### src/rtl/reg_scoreboard_if.sv
// reg_scoreboard_if: decode/writeback <-> scoreboard signal bundle
// master: decode/writeback side (drives issue/wb/flush, reads stall/issue_fire/busy/err)
// slave:  scoreboard side
interface reg_scoreboard_if;
  logic       issue_valid;
  logic [2:0] issue_rd;
  logic       issue_ws;
  logic [2:0] src1;
  logic [2:0] src2;
  logic       src1_use;
  logic       src2_use;
  logic       wb_valid;
  logic [2:0] wb_rd;
  logic       flush;
  logic       stall;
  logic       issue_fire;
  logic [7:0] busy;
  logic       err;
  modport master (
    output issue_valid, issue_rd, issue_ws, src1, src2, src1_use, src2_use, wb_valid, wb_rd, flush,
    input  stall, issue_fire, busy, err
  );
  modport slave (
    input  issue_valid, issue_rd, issue_ws, src1, src2, src1_use, src2_use, wb_valid, wb_rd, flush,
    output stall, issue_fire, busy, err
  );
endinterface

### src/rtl/reg_scoreboard.sv
// reg_scoreboard: per-register in-flight write counters that stall issue on RAW and saturation hazards
// ports: clk, rst_n (async active-low), sb (reg_scoreboard_if.slave: issue/src/wb/flush in, stall/issue_fire/busy/err out)
// optional: WB_BYPASS_EN lets a source issue in the same cycle as its last outstanding writeback
module reg_scoreboard #(
  parameter int CNT_W = 2
) (
  input logic              clk,
  input logic              rst_n,
  reg_scoreboard_if.slave  sb
);
  logic [7:0][CNT_W-1:0] cnt;
  logic [7:0] nz, inc, dec;
  logic byp1, byp2, haz1, haz2, sat, fire;
  for (genvar i = 0; i < 8; i++) begin : g_reg
    assign nz[i]  = |cnt[i];
    assign inc[i] = fire & sb.issue_ws & (sb.issue_rd == 3'(i));
    assign dec[i] = sb.wb_valid & (sb.wb_rd == 3'(i)) & nz[i];
  end
`ifdef WB_BYPASS_EN
  // the writeback retires the only outstanding write, so forwarded data is final
  assign byp1 = sb.wb_valid & (sb.wb_rd == sb.src1) & (cnt[sb.src1] == CNT_W'(1));
  assign byp2 = sb.wb_valid & (sb.wb_rd == sb.src2) & (cnt[sb.src2] == CNT_W'(1));
`else
  assign byp1 = 1'b0;
  assign byp2 = 1'b0;
`endif
  // sources see pre-issue counts, so an instruction never stalls on its own write
  assign haz1          = sb.src1_use & nz[sb.src1] & ~byp1;
  assign haz2          = sb.src2_use & nz[sb.src2] & ~byp2;
  assign sat           = sb.issue_ws & (&cnt[sb.issue_rd]);
  assign sb.stall      = sb.issue_valid & (haz1 | haz2 | sat);
  assign fire          = sb.issue_valid & ~sb.stall;
  assign sb.issue_fire = fire;
  assign sb.busy       = nz;
  // simultaneous inc and dec cancel; dec is already gated off at zero
  always_ff @(posedge clk or negedge rst_n)
    if (!rst_n) cnt <= '0;
    else if (sb.flush) cnt <= '0;
    else for (int i = 0; i < 8; i++) cnt[i] <= cnt[i] + CNT_W'(inc[i]) - CNT_W'(dec[i]);
  always_ff @(posedge clk or negedge rst_n)
    if (!rst_n) sb.err <= 1'b0;
    else if (sb.wb_valid & ~nz[sb.wb_rd]) sb.err <= 1'b1;
endmodule

### src/flat_wrapper.sv
// flat-port wrapper written by rule: the top's interface ports become plain ports
module reg_scoreboard_flat 
#(
  parameter int CNT_W = 2
)
  (clk, rst_n, sb_issue_valid, sb_issue_rd, sb_issue_ws, sb_src1, sb_src2, sb_src1_use, sb_src2_use, sb_wb_valid, sb_wb_rd, sb_flush, sb_stall, sb_issue_fire, sb_busy, sb_err);
  reg_scoreboard_if sb_i ();
  input logic clk;
  input logic rst_n;
  input wire logic [$bits(sb_i.issue_valid)-1:0] sb_issue_valid;
  input wire logic [$bits(sb_i.issue_rd)-1:0] sb_issue_rd;
  input wire logic [$bits(sb_i.issue_ws)-1:0] sb_issue_ws;
  input wire logic [$bits(sb_i.src1)-1:0] sb_src1;
  input wire logic [$bits(sb_i.src2)-1:0] sb_src2;
  input wire logic [$bits(sb_i.src1_use)-1:0] sb_src1_use;
  input wire logic [$bits(sb_i.src2_use)-1:0] sb_src2_use;
  input wire logic [$bits(sb_i.wb_valid)-1:0] sb_wb_valid;
  input wire logic [$bits(sb_i.wb_rd)-1:0] sb_wb_rd;
  input wire logic [$bits(sb_i.flush)-1:0] sb_flush;
  output wire logic [$bits(sb_i.stall)-1:0] sb_stall;
  output wire logic [$bits(sb_i.issue_fire)-1:0] sb_issue_fire;
  output wire logic [$bits(sb_i.busy)-1:0] sb_busy;
  output wire logic [$bits(sb_i.err)-1:0] sb_err;
  assign sb_i.issue_valid = sb_issue_valid;
  assign sb_i.issue_rd = sb_issue_rd;
  assign sb_i.issue_ws = sb_issue_ws;
  assign sb_i.src1 = sb_src1;
  assign sb_i.src2 = sb_src2;
  assign sb_i.src1_use = sb_src1_use;
  assign sb_i.src2_use = sb_src2_use;
  assign sb_i.wb_valid = sb_wb_valid;
  assign sb_i.wb_rd = sb_wb_rd;
  assign sb_i.flush = sb_flush;
  assign sb_stall = sb_i.stall;
  assign sb_issue_fire = sb_i.issue_fire;
  assign sb_busy = sb_i.busy;
  assign sb_err = sb_i.err;
  reg_scoreboard #(.CNT_W(CNT_W)) u_core (.clk(clk), .rst_n(rst_n), .sb(sb_i));
endmodule
### config.mk
export PLATFORM = sky130hd
export DESIGN_NAME = reg_scoreboard_flat
export DESIGN_NICKNAME = d
export VERILOG_FILES = /design/src/rtl/reg_scoreboard_if.sv /design/src/rtl/reg_scoreboard.sv /design/src/flat_wrapper.sv
export SDC_FILE = /design/constraint.sdc
export NUM_CORES = 1
export LEC_CHECK = 0
export CAP_MARGIN = 10
export CORE_MARGIN = 2
export CORE_UTILIZATION = 26
export CTS_CLUSTER_DIAMETER = 150
export CTS_CLUSTER_SIZE = 30
export DETAILED_ROUTE_END_ITERATION = 8
export PLACE_DENSITY = 0.48
export SLEW_MARGIN = 20
export SYNTH_ARGS = -nofsm -noshare
export SYNTH_HDL_FRONTEND = slang
export SYNTH_SLANG_ARGS = --single-unit
### constraint.sdc
create_clock -name clk -period 2.65 [get_ports clk]
set_input_delay 0.3975 -clock clk [delete_from_list [all_inputs] [get_ports clk]]
set_output_delay 0.3975 -clock clk [all_outputs]
set_load 0.1 [all_outputs]
==> flow_metrics.tcl, run 1 <==
set metrics [dict create \
    rsz0062_at_grt "no" \
    r2r_start "u_core.cnt[6]$_DFF_PN0_" \
    hpwl_um 3280 \
    p_leak_nw 1.10 \
    fp.dieH_um 79.5 \
    synth.most_common_cell "inv_1" \
    hold_depth 1 \
    ys_warn_count 0 \
    synth_fp_nets 208 \
    endpoint_kind "primary output" \
    synthDistinctLibCells 32 \
    pin_count 31 \
    drive_gt1_frac 0.259 \
    crit_path_start_kind "input pin" \
    grt_usage 0.142 \
    finalHoldViolations 0 \
    fin_skew_ns 0.00137 \
    worstSkewPairLatency_ns 0.26 \
    yosysTopAreaCellShare 0.287 \
    min_period_over_period 0.962 \
    criticalPathCategory "in -> out" \
    grt_pass1_wl_um 6960 \
    cts.clk_slew.worst_paths_ns 0.07 \
    placed_cell_area_um2 2040 \
    routed_via_density 4.64 \
    setup_violations 0 \
    grt_pass1_vias 1445 \
    layout.nets 265 \
    vias 1392 \
    yosysSeqAreaShare 0.287 \
    peakVddDrop_mv 0.138 \
    whs_ns 0.460 \
    status "complete, no violations" \
    r2r_setup_slack_ns 0.23 \
    cts.sinks 17 \
    antenna_found_initial 0 \
    ant_nets 0 \
    crit_path_max_fanout 6 \
    maxCapViolations 0 \
    regToRegEndpoint "u_core.cnt[3]$_DFF_PN0_" \
    drv_slew 0 \
    max_slew_margin 0.563 \
    area_growth_pct 47.7 \
    ys_top_cells_by_area "dfrtp_1, ha_1, inv_1" \
    initial_core_util 0.269 \
    tightest_slew_ns 0.654 \
    drt_iter0_drc 49 \
    synth_flop_cell "dfrtp_1" \
    cts_tree "built" \
    synthArstFlopShare 1.00 \
    max_freq_ghz 0.392 \
    synth_top_area_cell "dfrtp_1" \
    ys_ff_latch 17 \
    finalNonFillerCells 300 \
    core_um2 5510 \
    rows 27 \
    crit_arrival_ns 2.15 \
    syn_avg_cell_area_um2 8.61 \
    r2r_cells 10 \
    hold_end "u_core.sb.err$_DFFE_PN0P_" \
    hold_class "reg -> reg" \
    synth_area_um2 1480 \
    gp_congestion 0.806 \
    min-delay-start "u_core.sb.err$_DFFE_PN0P_" \
    dieArea_um2 6310 \
    p_total_uw 671 \
    dp_cells 294 \
    grt_max_degree 18 \
    die_x_um 79.5 \
    post-route-min-period_ns 2.55 \
    numCtsBuffers 3 \
    syn_inst 172 \
    clk_path_buf_depth 2 \
    ctsHtreeMaxLevel 1 \
    port_buffers 30 \
    finalInstanceArea_um2 2190 \
    wl_um 4020 \
    first_pass_iters 4 \
    antenna_cells 0 \
    grt_overflow 0 \
    synth_commonest_cells "inv_1, dfrtp_1, nor2_1" \
    pwr_density_cell_nw_per_um2 307 \
    route.detailed.drc 0 \
    required_ns 2.25 \
    wl_per_cell_um 13.4 \
    synth-edff-count 0 \
    root_buffer "clkbuf_8" \
]
==> where the power goes <==
group	internal [mW]	switching, mW	leakage, nW
combinational	0.0835	0.117	0.846
sequential	0.262	0.00387	0.232
clock	0.107	0.0978	0.0228
total	0.453	0.219	1.10
==> kinds of logic (layout without fill, tap and decap cells) <==
logic type                 count (synthesis)  after routing  synth area share
AOI/OAI and AO/OA                         14             14            0.0626
xor gates and xnor gates                  16             16            0.0947
adders and majority gates                 16             16             0.135
buffers and inverters                     31             87            0.0795
DFF                                       17             17             0.287
muxes                                      6              6            0.0837
and+or+nand+nor                           72             72             0.257
==> sequential cells by signal, summed over array words and instances (netlist names) <==
register / count
u_core.cnt: 16
u_core.sb.err: 1
==> layout make-up <==
class,instances,area [um^2]
inverters,28,105
fillers,590,3320
well taps,72,90.1
repair buffers,55,490
flip-flops and latches,17,425
clock buffers,4,45.0
multi-input cells,124,1030
==> worst max-delay path by stage <==
stage / end / start / slack, ns / depth (start not counted)
after global routing: sb_issue_fire / u_core.cnt[6]$_DFF_PN0_ / 0.05 / 7
final: sb_stall / sb_issue_rd[0] / 0.10 / 6
after floorplan: sb_issue_fire / u_core.cnt[10]$_DFF_PN0_ / -0.27 / 5
after CTS: sb_issue_fire / u_core.cnt[6]$_DFF_PN0_ / 0.03 / 7
after global placement: u_core.cnt[15]$_DFF_PN0_ / sb_src1[1] / -0.32 / 11
after detailed placement: u_core.cnt[9]$_DFF_PN0_ / sb_src1[1] / -0.35 / 11
==> worst max-delay path, stage by stage <==
cell and delay, ns:
clkdlybuf4s50_1 0.61, mux4_2 0.38, mux2i_4 0.22, and2_1 0.19, o21a_1 0.17, buf_12 0.18
==> repair_timing <==
| item | in CTS | in global routing |
|---|---|---|
| cloned | 0 | 0 |
| pin swaps | 2 | 3 |
| setup endpoints to repair | 9 | 12 |
| hold buffers | 0 | 0 |
| resized for setup | 7 | 15 |
| buffers inserted | 0 | 2 |
| hold endpoints to repair | 0 | 0 |
==> layout by cell type (no fill, tap or decap), drive strengths merged, types with 8 or more instances in the layout <==
cell	n
buf	36
clkdlybuf4s50	14
dfrtp	17
ha	16
inv	28
nand2	12
nor2	17
nor2b	8
nor3	10
nor4	12
xnor2	8
xor2	8
==> through the flow <==
stage,setup slack (ns),setup TNS [ns],util
finish,0.102,0,0.397
global route,0.0474,0,0.397
CTS,0.0274,0,0.380
detailed placement,-0.347,-3.61,0.370
global placement,-0.323,-3.55,0.370
floorplan,-0.268,-0.268,-
==> per-layer routing <==
metal	wire length, um	up-vias	share of wire	track usage
met5	0	-	0	0
met2	1830	42	0.46	0.227
li1	-	700	-	-
met1	1880	644	0.47	0.189
met4	57	0	0.014	0.0466
met3	251	6	0.062	0.0317
No activity file was read; power rests on OpenSTA's default activity.
==> run 2: changes to the inputs <==
- MAX_ROUTING_LAYER: default -> met4
- SETUP_SLACK_MARGIN: default -> 0.5
==> run 2 against run 1 <==
- hold slack improved by 0.0027 ns
- register-to-register slack worse by 0.05 ns
- die area stayed put
- setup slack better by 0.083 ns
- first-iteration DRC count grew 43%
- critical endpoint is now u_core.cnt[11]$_DFF_PN0_
==> flow_metrics.tcl, run 2 (synthesized netlist as in run 1, its figures left out) <==
set metrics [dict create \
    largest_reg_flops 16 \
    dieArea_um2 6310 \
    grt_overflow 0 \
    hpwl_um 3220 \
    finalNonFillerCells 297 \
    placed_cell_area_um2 2020 \
    grt_pass1_vias 1386 \
    switchingPower_uw 232 \
    place_ws_ns -0.380 \
    final_util 0.417 \
    finalInstanceArea_um2 2300 \
    die_x_um 79.5 \
    finalHoldViolations 0 \
    pin_count 31 \
    numCtsBuffers 3 \
    antenna_cells 0 \
    post-route-min-period_ns 2.47 \
    fin_skew_ns 0.00266 \
    max_slew_margin 0.429 \
    initial_core_util 0.269 \
    pwr_density_cell_nw_per_um2 304 \
    layout.nets 262 \
    gp_congestion 0.807 \
    p_total_uw 699 \
    p_sw_frac 0.332 \
    peakVddDrop_mv 0.155 \
    first_pass_iters 4 \
    setup_violations 0 \
    area_growth_pct 55.1 \
    worstSkewPairLatency_ns 0.25 \
    max_freq_ghz 0.406 \
    criticalPathCategory "reg -> reg" \
    cts_tree "built" \
    drv_slew 0 \
    wl_per_cell_um 14.2 \
    dp_cells 285 \
    setup_slack_ns 0.185 \
    top_register "u_core.cnt" \
    whs_ns 0.463 \
    crit_path_start_kind "register" \
    wl_um 4210 \
    route.detailed.drc 0 \
    rows 27 \
    timing.setup.tns_ns 0 \
    hold_buffers 0 \
    layout_common_cells "inv_1, buf_4, nor2_1" \
    wl_met3_um 183 \
    fp.dieH_um 79.5 \
    rsz0062_at_grt "yes" \
    antenna_found_initial 0 \
    p_int_uw 467 \
    root_buffer "clkbuf_8" \
    status "complete, no violations" \
    crit_arrival_ns 2.58 \
    ctsHtreeMaxLevel 1 \
    comb_power_share 0.333 \
    vias 1381 \
    clk_path_buf_depth 2 \
    routed.top_layer "met4" \
    grt_max_degree 18 \
    reg.largest.list "u_core.cnt: 16 flops, u_core.sb.err: 1 flops" \
    grt_pass1_wl_um 6990 \
    min_period_over_period 0.930 \
    drt_iter0_drc 70 \
    required_ns 2.77 \
    cts.sinks 17 \
    hold_class "reg -> reg" \
    wl_met2_um 1880 \
    ant_nets 0 \
    p_leak_nw 1.06 \
    mostFrequentLayoutCell "inv_1" \
    drive_gt1_frac 0.333 \
    met1_length_um 2110 \
    routed_via_density 4.65 \
    tightest_slew_ns 0.853 \
    maxCapViolations 0 \
    cts.clk_slew.worst_paths_ns 0.07 \
    endpoint_kind "register" \
    p_clk_frac 0.285 \
    core_um2 5510 \
    crit_path_max_fanout 6 \
    grt_usage 0.150 \
    p_seq_frac 0.382 \
    port_buffers 30 \
]
## run 2: final cells by class
| class | count | area, um^2 |
|---|---|---|
| fill | 569 | 3210 |
| multi-input combinational | 124 | 1140 |
| timing repair buffer | 52 | 475 |
| sequential | 17 | 432 |
| inverter | 28 | 109 |
| tap | 72 | 90.1 |
| clock buffer | 4 | 45.0 |
## run 2: worst max-delay path, cell delays in order, from the launching register on
cell and delay (ns):
dfrtp_2 0.45, nor2_4 0.16, clkinvlp_4 0.12, o311ai_4 0.27, nand4_4 0.18, nor4_1 0.47
buf_4 0.19, ha_1 0.14, xor2_1 0.17, xnor2_1 0.13, nor2_1 0.05
## run 2: metal layers
| layer | global-route usage | up-vias |
|---|---|---|
| li1 | - | 692 |
| met1 | 0.205 | 653 |
| met2 | 0.229 | 32 |
| met3 | 0.0226 | 4 |
| met4 | 0.0431 | 0 |
| met5 | - | - |
## run 2: path summary, 6_finish.rpt
kind	from	to	slack (ns)	cells after the start
worst max-delay path	u_core.cnt[11]$_DFF_PN0_	u_core.cnt[11]$_DFF_PN0_	0.18	10
worst min-delay path	u_core.sb.err$_DFFE_PN0P_	u_core.sb.err$_DFFE_PN0P_	0.46	1
worst max register to register	u_core.cnt[11]$_DFF_PN0_	u_core.cnt[11]$_DFF_PN0_	0.18	10
worst min register to register	u_core.sb.err$_DFFE_PN0P_	u_core.sb.err$_DFFE_PN0P_	0.46	1
max in group asynchronous	rst_n	u_core.cnt[11]$_DFF_PN0_	1.44	1
min in group asynchronous	rst_n	u_core.cnt[6]$_DFF_PN0_	0.63	1
## run 2: what timing repair did
| item | CTS | global route |
|---|---|---|
| gates resized for setup | 35 | 12 |
| setup buffers | 6 | 2 |
| pin swaps | 14 | 5 |
| setup endpoints to repair | 18 | 18 |
## run 2: power by group through the flow
| stage | sequential (mW) | clock, mW | combinational (mW) |
|---|---|---|---|
| floorplan | 0.270 | 0 | 0.106 |
| global placement | 0.272 | 0 | 0.197 |
| detailed placement | 0.271 | 0 | 0.196 |
| CTS | 0.266 | 0.210 | 0.222 |
| global route | 0.267 | 0.222 | 0.249 |
| finish | 0.267 | 0.199 | 0.233 |
==> run 3: changes to the inputs <==
- CELL_PAD_IN_SITES_DETAIL_PLACEMENT: default -> 0
- CELL_PAD_IN_SITES_GLOBAL_PLACEMENT: default -> 2
- PLACE_DENSITY: 0.48 -> 0.72
==> run 3 against run 2 <==
- maximum frequency grew 1.6%
- sequential power about the same
- critical path type is now reg -> out
- cell count grew 4.0%
- largest power group unchanged
- sequential share of layout area shrank 1.8 points
- highest routed layer unchanged
- wire length is 9.1% higher
- cell area is 9.6% higher
==> flow_metrics.tcl, run 3 (synthesized netlist as in run 1, its figures left out) <==
set metrics [dict create \
    status "complete, no violations" \
    wl_um 4600 \
    crit_start "u_core.cnt[10]$_DFF_PN0_" \
    die_x_um 79.5 \
    min_period_over_period 0.916 \
    peakVddDrop_mv 0.242 \
    root_buffer "clkbuf_8" \
    dp_cells 293 \
    criticalPathCategory "reg -> out" \
    ctsHtreeMaxLevel 1 \
    area_growth_pct 70.1 \
    dieArea_um2 6310 \
    wl_per_cell_um 14.9 \
    vias 1451 \
    drive_gt1_frac 0.422 \
    layout.nets 274 \
    drv_slew 0 \
    p_leak_nw 1.15 \
    hold_class "reg -> reg" \
    whs_ns 0.469 \
    clk_path_buf_depth 2 \
    finalNonFillerCells 309 \
    post-route-min-period_ns 2.43 \
    crit_arrival_ns 2.03 \
    cts_tree "built" \
    rows 27 \
    gp_congestion 0.792 \
    numCtsBuffers 3 \
    hpwl_um 3430 \
    pin_count 31 \
    largest_reg_flops 16 \
    timing.setup.tns_ns 0 \
    rsz0062_at_grt "yes" \
    max_slew_margin 0.415 \
    p_total_uw 721 \
    r2r_start "u_core.cnt[10]$_DFF_PN0_" \
    cts.clk_slew.worst_paths_ns 0.07 \
    mostFrequentLayoutCell "buf_4" \
    reg.largest.list "u_core.cnt: 16 flops, u_core.sb.err: 1 flops" \
    placed_cell_area_um2 2080 \
    route.detailed.drc 0 \
    worstSkewPairLatency_ns 0.25 \
    grt_overflow 0 \
    num-fill-cells 549 \
    crit_path_max_fanout 7 \
    crit_path_start_kind "register" \
    setup_violations 0 \
    regArea_um2 429 \
    antenna_found_initial 0 \
    min-delay-start "u_core.sb.err$_DFFE_PN0P_" \
    first_pass_iters 4 \
    layout_common_cells "buf_4, inv_1, dfrtp_1, clkdlybuf4s50_1" \
    fp.dieH_um 79.5 \
    port_buffers 30 \
    initial_core_util 0.269 \
    top_register "u_core.cnt" \
    drt_iter0_drc 41 \
    multi_input_area_um2 1260 \
    tightest_slew_ns 0.875 \
    required_ns 2.25 \
    grt_max_degree 18 \
    hold_buffers 0 \
    antenna_cells 0 \
    grt_pass1_wl_um 7470 \
    pwr_density_cell_nw_per_um2 286 \
    max_freq_ghz 0.412 \
    fin_skew_ns 0.00275 \
    routed_via_density 4.70 \
    core_um2 5510 \
    maxCapViolations 0 \
    ant_nets 0 \
    grt_pass1_vias 1506 \
    grt_usage 0.159 \
    finalInstanceArea_um2 2520 \
    finalHoldViolations 0 \
    cts.sinks 17 \
    endpoint_kind "primary output" \
]
==> run 3: cell types whose count changed in the layout (fill, tap and decap cells not counted), sizes merged <==
| cell | change |
|---|---|
| clkbuf | +1 |
| clkdlybuf4s15 | -1 |
| buf | +12 |
| dlygate4sd2 | -2 |
| dlymetal6s2s | +1 |
| clkdlybuf4s50 | +1 |
==> run 3: where the power goes <==
part | switching (mW) | total, mW | leakage, nW | internal [mW]
Combinational | 0.145 | 0.256 | 0.900 | 0.112
Sequential | 0.00471 | 0.267 | 0.227 | 0.262
Clock | 0.0913 | 0.198 | 0.0228 | 0.107
==> run 3: cell type report <==
type	instances	area share
timing repair buffer	64	0.230
sequential	17	0.170
clock buffer	4	0.0179
inverter	28	0.0432
multi-input combinational	124	0.502
tap	72	0.0358
==> run 3: path summary, 6_finish.rpt <==
path,endpoint,slack [ns],cells past startpoint
setup / recovery,sb_issue_fire,0.22,7
hold / removal,u_core.sb.err$_DFFE_PN0P_,0.47,1
setup reg to reg,u_core.cnt[3]$_DFF_PN0_,0.26,12
hold reg to reg,u_core.sb.err$_DFFE_PN0P_,0.47,1
max in group asynchronous,u_core.cnt[10]$_DFF_PN0_,1.41,1
min in group asynchronous,u_core.cnt[5]$_DFF_PN0_,0.64,1
==> run 3: critical path, cell delays in order, from the launching register on <==
cell and delay [ns]:
dfrtp_2 0.46, nor2_4 0.14, clkinvlp_4 0.12, o311ai_4 0.26, nand4_4 0.19, buf_6 0.19
nor3b_4 0.21, buf_12 0.20
==> run 3: routing by layer <==
layer | up-vias | track usage | routed length [um]
met5 | - | - | 0
met3 | 8 | 0.0215 | 214
li1 | 715 | - | -
met2 | 41 | 0.245 | 2150
met4 | 0 | 0.0603 | 117
met1 | 687 | 0.213 | 2120
==> run 3: repair_timing <==
item | 4_1_cts | 5_1_grt
resized for setup | 37 | 32
pin swaps | 11 | 15
endpoints found under the setup margin | 18 | 18
buffers inserted | 7 | 5
hold endpoints to repair | 0 | 0
==> run 3: metrics by stage <==
stage | setup WS, ns | utilization
after floorplan | -0.245 | -
after global placement | -0.392 | 0.377
after detailed placement | -0.391 | 0.377
after CTS | 0.157 | 0.423
after global routing | 0.0942 | 0.457
final | 0.223 | 0.457
